==> src/rtl/fp_half_accumulator.sv <==
// ============================================================================
// fp_half_accumulator
// Sequential FP16 (1/5/10, bias 15) accumulator: sums handshaked terms with
// truncation, flush-to-zero and saturation; presents the sum on the last term.
// Revision: 1.0
// ============================================================================
`default_nettype none

module fp_half_accumulator #(
    parameter int CNT_W = 8
) (
    input  logic             clk,
    input  logic             reset,
    input  logic             clear,
    input  logic [15:0]      in_data,
    input  logic             in_valid,
    input  logic             in_last,
    output logic             in_ack,
    output logic [15:0]      sum_z,
    output logic [CNT_W-1:0] term_count,
    output logic             done,
    input  logic             ack
);

    typedef enum logic [2:0] {
        S_IDLE  = 3'd0,
        S_ALIGN = 3'd1,
        S_ADD   = 3'd2,
        S_NORM  = 3'd3,
        S_PACK  = 3'd4,
        S_OUT   = 3'd5
    } state_t;

    state_t      r_state;
    logic [15:0] r_acc;
    logic [15:0] r_term;
    logic        r_last;
    logic        r_sign;
    logic        r_sub;
    logic [5:0]  r_exp;
    logic [10:0] r_mant_l;
    logic [10:0] r_mant_s;
    logic [10:0] r_mant;

    logic [4:0]       w_a_exp, w_b_exp, w_big_exp, w_small_exp, w_diff;
    logic [10:0]      w_a_mant, w_b_mant, w_big_mant, w_small_mant, w_shifted;
    logic             w_a_sign, w_b_sign, w_big_sign, w_small_sign, w_a_ge;
    logic [11:0]      w_sum;
    logic [15:0]      w_packed;
    logic [CNT_W-1:0] w_cnt_next;

    // Zero-exponent operands collapse to +0 regardless of sign or fraction.
    always_comb begin
        w_a_exp  = r_acc[14:10];
        w_b_exp  = r_term[14:10];
        w_a_mant = (w_a_exp == 5'd0) ? 11'd0 : {1'b1, r_acc[9:0]};
        w_b_mant = (w_b_exp == 5'd0) ? 11'd0 : {1'b1, r_term[9:0]};
        w_a_sign = (w_a_exp == 5'd0) ? 1'b0 : r_acc[15];
        w_b_sign = (w_b_exp == 5'd0) ? 1'b0 : r_term[15];
        w_a_ge   = {w_a_exp, w_a_mant} >= {w_b_exp, w_b_mant};

        w_big_exp    = w_a_ge ? w_a_exp  : w_b_exp;
        w_big_mant   = w_a_ge ? w_a_mant : w_b_mant;
        w_big_sign   = w_a_ge ? w_a_sign : w_b_sign;
        w_small_exp  = w_a_ge ? w_b_exp  : w_a_exp;
        w_small_mant = w_a_ge ? w_b_mant : w_a_mant;
        w_small_sign = w_a_ge ? w_b_sign : w_a_sign;
        w_diff       = w_big_exp - w_small_exp;
        w_shifted    = (w_diff >= 5'd12) ? 11'd0 : (w_small_mant >> w_diff);

        w_sum = r_sub ? ({1'b0, r_mant_l} - {1'b0, r_mant_s})
                      : ({1'b0, r_mant_l} + {1'b0, r_mant_s});

        if (r_exp >= 6'd31)
            w_packed = {r_sign, 15'h7BFF};
        else if (r_mant[10])
            w_packed = {r_sign, r_exp[4:0], r_mant[9:0]};
        else
            w_packed = 16'h0000;

        w_cnt_next = (&term_count) ? term_count
                                   : term_count + {{(CNT_W-1){1'b0}}, 1'b1};
    end

    always_ff @(posedge clk or negedge reset) begin
        if (!reset) begin
            r_state    <= S_IDLE;
            r_acc      <= 16'h0000;
            r_term     <= 16'h0000;
            r_last     <= 1'b0;
            r_sign     <= 1'b0;
            r_sub      <= 1'b0;
            r_exp      <= 6'd0;
            r_mant_l   <= 11'd0;
            r_mant_s   <= 11'd0;
            r_mant     <= 11'd0;
            in_ack     <= 1'b0;
            sum_z      <= 16'h0000;
            term_count <= '0;
            done       <= 1'b0;
        end else begin
            // Four-phase release runs regardless of the datapath state.
            if (in_ack && !in_valid)
                in_ack <= 1'b0;

            case (r_state)
                S_IDLE: begin
                    if (clear) begin
                        r_acc      <= 16'h0000;
                        term_count <= '0;
                    end else if (in_valid && !in_ack) begin
                        r_term  <= in_data;
                        r_last  <= in_last;
                        in_ack  <= 1'b1;
                        r_state <= S_ALIGN;
                    end
                end
                S_ALIGN: begin
                    r_sign   <= w_big_sign;
                    r_sub    <= w_big_sign ^ w_small_sign;
                    r_exp    <= {1'b0, w_big_exp};
                    r_mant_l <= w_big_mant;
                    r_mant_s <= w_shifted;
                    r_state  <= S_ADD;
                end
                S_ADD: begin
                    if (w_sum == 12'd0) begin
                        r_mant  <= 11'd0;
                        r_exp   <= 6'd0;
                        r_sign  <= 1'b0;
                        r_state <= S_PACK;
                    end else if (w_sum[11]) begin
                        r_mant  <= w_sum[11:1];
                        r_exp   <= r_exp + 6'd1;
                        r_state <= S_NORM;
                    end else begin
                        r_mant  <= w_sum[10:0];
                        r_state <= S_NORM;
                    end
                end
                S_NORM: begin
                    if (r_mant[10]) begin
                        r_state <= S_PACK;
                    end else if (r_exp <= 6'd1) begin
                        r_mant  <= 11'd0;
                        r_exp   <= 6'd0;
                        r_sign  <= 1'b0;
                        r_state <= S_PACK;
                    end else begin
                        r_mant <= {r_mant[9:0], 1'b0};
                        r_exp  <= r_exp - 6'd1;
                    end
                end
                S_PACK: begin
                    r_acc      <= w_packed;
                    term_count <= w_cnt_next;
                    if (r_last) begin
                        sum_z   <= w_packed;
                        done    <= 1'b1;
                        r_state <= S_OUT;
                    end else begin
                        r_state <= S_IDLE;
                    end
                end
                S_OUT: begin
                    if (ack) begin
                        done       <= 1'b0;
                        r_acc      <= 16'h0000;
                        term_count <= '0;
                        r_state    <= S_IDLE;
                    end
                end
                default: r_state <= S_IDLE;
            endcase
        end
    end

endmodule

`default_nettype wire

==> config.mk <==
export PLATFORM = sky130hd
export DESIGN_NAME = fp_half_accumulator
export DESIGN_NICKNAME = d
export VERILOG_FILES = /design/src/rtl/fp_half_accumulator.sv
export SDC_FILE = /design/constraint.sdc
export NUM_CORES = 1
export LEC_CHECK = 0
export CORE_UTILIZATION = 60
export DETAILED_ROUTE_END_ITERATION = 10
export MAX_ROUTING_LAYER = met4
export PLACE_DENSITY = 0.9
export SYNTH_ARGS = -nofsm -noshare
export SYNTH_HDL_FRONTEND = slang
export SYNTH_SLANG_ARGS = --single-unit
==> constraint.sdc <==
create_clock -name clk -period 6.1 [get_ports clk]
set_clock_uncertainty 0.1 [all_clocks]
set_input_delay 1.22 -clock clk [delete_from_list [all_inputs] [get_ports clk]]
set_output_delay 1.22 -clock clk [all_outputs]
set_load 0.005 [all_outputs]
==> metrics.md <==
| Metric | Value |
|---|---|
| Post-synthesis cell type with the largest combined area | `sky130_fd_sc_hd__dfrtp_1` |
| Layout cell share with drive strength beyond 1 | `roughly 8.4%` |
| Global-route congestion overflow total | `0` |
| Maximum number of pins on one net before global-route repair | `63` |
| Count of state elements after synthesis | `just over 100` |
| Post-Syn Nets | `about 830` |
| Launching element type of the critical path | `flop` |
| Diodes inserted | `0` |
| Starting Density | `between 60 and 70%` |
| Most frequently used cell type in the post-synthesis netlist | `sky130_fd_sc_hd__nand2_1` |
| Largest stage delay, worst path | `between 600 and 700 ps` |
| I/O pin total | `48` |
| Detailed-route wire length per cell | `approximately 19 um` |
| Post-DP HPWL | `13,300 um` |
| Flip-flop cell with the highest count after synthesis | `sky130_fd_sc_hd__dfrtp_1` |
| Required time worst endpoint | `roughly 6300 ps` |
| Instance area at placement | `7270 um^2` |
| Post-CTS resize count | `0` |
| R2R Setup Slk | `between 1000 and 1500 ps` |
| Element type at the critical path end | `flop` |
| Clock transition at the registers of the reported paths | `about 80 ps` |
| Hold_buf cts | `0` |
| Post-layout minimum cycle time | `between 5000 and 6000 ps` |
| Count of final hold-check violations | `0` |
| Number of unique standard cell types used by synthesis | `70` |
| Worst-Margin Slew | `around 1100 ps` |
| Maximum Capacitance Violations | `0` |
| Core footprint | `10,900 um^2` |
| Average footprint of a synthesized cell | `8.74 um^2` |
| Post-synthesis instance total | `just under 800` |
| Slack of the critical path | `between 1000 and 1500 ps` |
| Post-detailed-routing wire length | `18,000 um` |
| End of the worst register-to-register path | `r_mant_s[2]$_DFFE_PN0P_` |
| Number of design-rule violations left by the first detailed-router iteration | `about 600` |
| Outcome | `finished, final reports clean` |
| Final core occ | `69.2%` |
| Pre-CTS setup slack | `around 1100 ps` |
| Drt via density | `around 6.5` |
| P&R area growth vs syn | `11.6%` |
| DRC violation count after routing | `0` |
| Total number of placement rows | `38` |
| Share of the cycle needed by the critical path after routing | `a little over four fifths` |
| Total negative slack | `0 ps` |
| TritonCTS clock tree | `done` |
| Crit path cell chain | `or4_1 > nand2b_1 > nand2_1 > ha_1 > and4_1 > a21o_1 > o21ai_0 > o211ai_4 > mux2i_1 > ha_1 > inv_1 > mux4_2 > mux2_2 > nor2_1 > a21oi_1 > o221ai_1` |
| Total number of nets in the final design | `850` |
| Source-to-sink clock delay at the later pin of the worst-skew pair | `about 360 ps` |
| Wire length of the first global-routing pass | `29,400 um` |
| Worst hold path type | `flop to flop` |
| Worst flop-to-flop path startpoint | `r_term[12]$_DFFE_PN0P_` |
| Total vias in the final route | `around 6,100` |
| Cell depth of the worst min-delay path | `2` |
| Clock buffer count from CTS | `9` |
| Antenna violations before repair | `0` |
| Die outline width | `108 um` |
| Number of warnings reported in the yosys synthesis log | `0` |
| Clock net sink count | `around 100` |
| Number of synthesized flops with an enable pin | `0` |
| Highest attainable clock frequency | `approximately 0.2 GHz` |
| Global-route total usage across every layer | `33.6%` |
| Vias in the first global route | `about 5,800` |
| Hold Crit Endpoint | `sum_z[12]$_DFFE_PN0P_` |
| Crit path max fanout | `14` |
| Top cell type's share of synthesized area | `between 30% and 40%` |
| Data arrival time of the critical path | `roughly 5300 ps` |
| Buffers inserted during post-CTS setup optimization | `0` |
| CP most frequent cell | `sky130_fd_sc_hd__ha_1` |
| Crit Path Class | `flop to flop` |
| RSZ-0062 raised after global routing | `false` |
| Leading cell types by total area after synthesis | `sky130_fd_sc_hd__dfrtp_1, sky130_fd_sc_hd__ha_1, sky130_fd_sc_hd__nand2_1, sky130_fd_sc_hd__o21ai_0, sky130_fd_sc_hd__mux2_2` |
| Worst hold path startpoint | `sum_z[12]$_DFFE_PN0P_` |
| Netlist area before placement | `between 6000 and 7000 um^2` |
| Summed area of non-filler cells in the final layout | `about 7600 um^2` |
| Path depth of the worst reg2reg path | `16` |
| Buffer type at the clock tree root | `sky130_fd_sc_hd__clkbuf_16` |
| Worst path slowest cell | `sky130_fd_sc_hd__ha_1` |
| Number of H-tree levels | `3` |
| Die Outline Area | `11,700 um^2` |
| List of most frequent post-synthesis cells | `sky130_fd_sc_hd__nand2_1, sky130_fd_sc_hd__dfrtp_1, sky130_fd_sc_hd__nor2_1, sky130_fd_sc_hd__o21ai_0, sky130_fd_sc_hd__a21oi_1` |
| Filler instances | `873` |
| Async set-reset flop share out of synthesis | `100%` |
| Max-slew violation count | `0` |
| PortBufs | `47` |
| Count of endpoints failing setup in the final report | `0` |
| Die Span Y | `~110 um` |
| Initial DRT Pass Iterations | `7` |
| Relative slew margins | `between 20 and 30%` |
| Detail Route Antenna Nets | `0` |
| Gp weighted congestion | `between 0.9 and 1` |
| Share of the yosys chip area belonging to registers | `a little under two fifths` |
| Buffer depth of the longest clock path | `2` |
## layer usage
layer / vias to the layer above / global-route usage [%] / part of all wire [%]
met5: - / - / 0
met4: 0 / 12.1 / 3.0
met3: 54 / 6.87 / 7.9
met2: 272 / 51.0 / 47
met1: 2927 / 44.8 / 42
li1: 2811 / - / -
## registers in the layout, indices dropped and copies added (netlist names), 3 cells and up
name / count
r_mant: 11
r_mant_l: 11
term_count: 8
r_state: 3
r_mant_s: 11
sum_z: 16
r_acc: 16
r_term: 16
r_exp: 6
## worst max-delay path by stage
stage / slack, ps / to / depth (start not counted) / from
after CTS: 1060 / r_mant_s[2]$_DFFE_PN0P_ / 16 / r_term[12]$_DFFE_PN0P_
after detailed placement: 1090 / r_mant_s[2]$_DFFE_PN0P_ / 16 / r_term[12]$_DFFE_PN0P_
after global placement: 1200 / r_mant_s[2]$_DFFE_PN0P_ / 16 / r_term[12]$_DFFE_PN0P_
final: 1020 / r_mant_s[2]$_DFFE_PN0P_ / 16 / r_term[12]$_DFFE_PN0P_
after floorplan: 1600 / r_mant_s[2]$_DFFE_PN0P_ / 18 / r_term[12]$_DFFE_PN0P_
after global routing: 630 / r_mant_s[2]$_DFFE_PN0P_ / 16 / r_term[12]$_DFFE_PN0P_
## logic make-up (layout without fill, tap and decap cells)
kind of cell	count (synthesis)	after routing	synth area share, %
adders and majority gates	34	34	6.36
AOI/OAI and AO/OA	214	214	20.0
and+or+nand+nor	261	261	17.4
DFF	103	103	38.0
xor gates and xnor gates	25	25	3.23
buffers and inverters	83	107	4.91
muxes	56	56	10.1
## layout by cell type, fill, tap and decap left out, types with 6 or more instances in the layout
cell type                         synthesis  layout
sky130_fd_sc_hd__nand2_1                104     104
sky130_fd_sc_hd__dfrtp_1                103     103
sky130_fd_sc_hd__nor2_1                  70      70
sky130_fd_sc_hd__o21ai_0                 67      67
sky130_fd_sc_hd__a21oi_1                 59      59
sky130_fd_sc_hd__clkdlybuf4s50_1          0      46
sky130_fd_sc_hd__inv_1                   40      40
sky130_fd_sc_hd__ha_1                    32      32
sky130_fd_sc_hd__mux2_2                  27      27
sky130_fd_sc_hd__mux2i_1                 22      22
sky130_fd_sc_hd__xnor2_1                 16      16
sky130_fd_sc_hd__nand3_1                 13      13
sky130_fd_sc_hd__nor3_1                  12      12
sky130_fd_sc_hd__or3_1                   10      10
sky130_fd_sc_hd__nand2b_1                 9       9
sky130_fd_sc_hd__nor2b_1                  9       9
sky130_fd_sc_hd__nand4_1                  9       9
sky130_fd_sc_hd__xor2_1                   9       9
sky130_fd_sc_hd__clkbuf_16                0       9
sky130_fd_sc_hd__a31oi_1                  8       8
sky130_fd_sc_hd__nor4_1                   7       7
sky130_fd_sc_hd__a221oi_1                 7       7
sky130_fd_sc_hd__mux4_2                   7       7
sky130_fd_sc_hd__a21o_1                   6       6
## critical path: cells and delay by family (launching register included)
family	cells	cell delay, ps
AO/OA/AOI/OAI	5	810
multiplexers	3	920
flip-flops	1	420
adder cells (fa/ha/maj)	2	960
buffers and inverters	1	220
AND/OR/NAND/NOR	5	1530
## area by class of cell
type,count,area (um^2),share of cell area [%]
clock inverters,6,57.6,0.760
flip-flops and latches,103,2580,34.0
clock buffers,10,239,3.16
well taps,140,175,2.31
multi-input cells,590,3870,51.2
repair buffers,51,498,6.58
inverters,40,150,1.98
## through the flow
stage / std cells / hold WS (ps)
2_1_floorplan: 776 / 350
3_3_place_gp: 924 / 361
3_5_place_dp: 924 / 370
4_1_cts: 940 / 387
5_1_grt: 940 / 400
6_report: 940 / 379
Power is not shown: default switching activity piles up to over one toggle a cycle in this logic, so the estimate is an artifact.
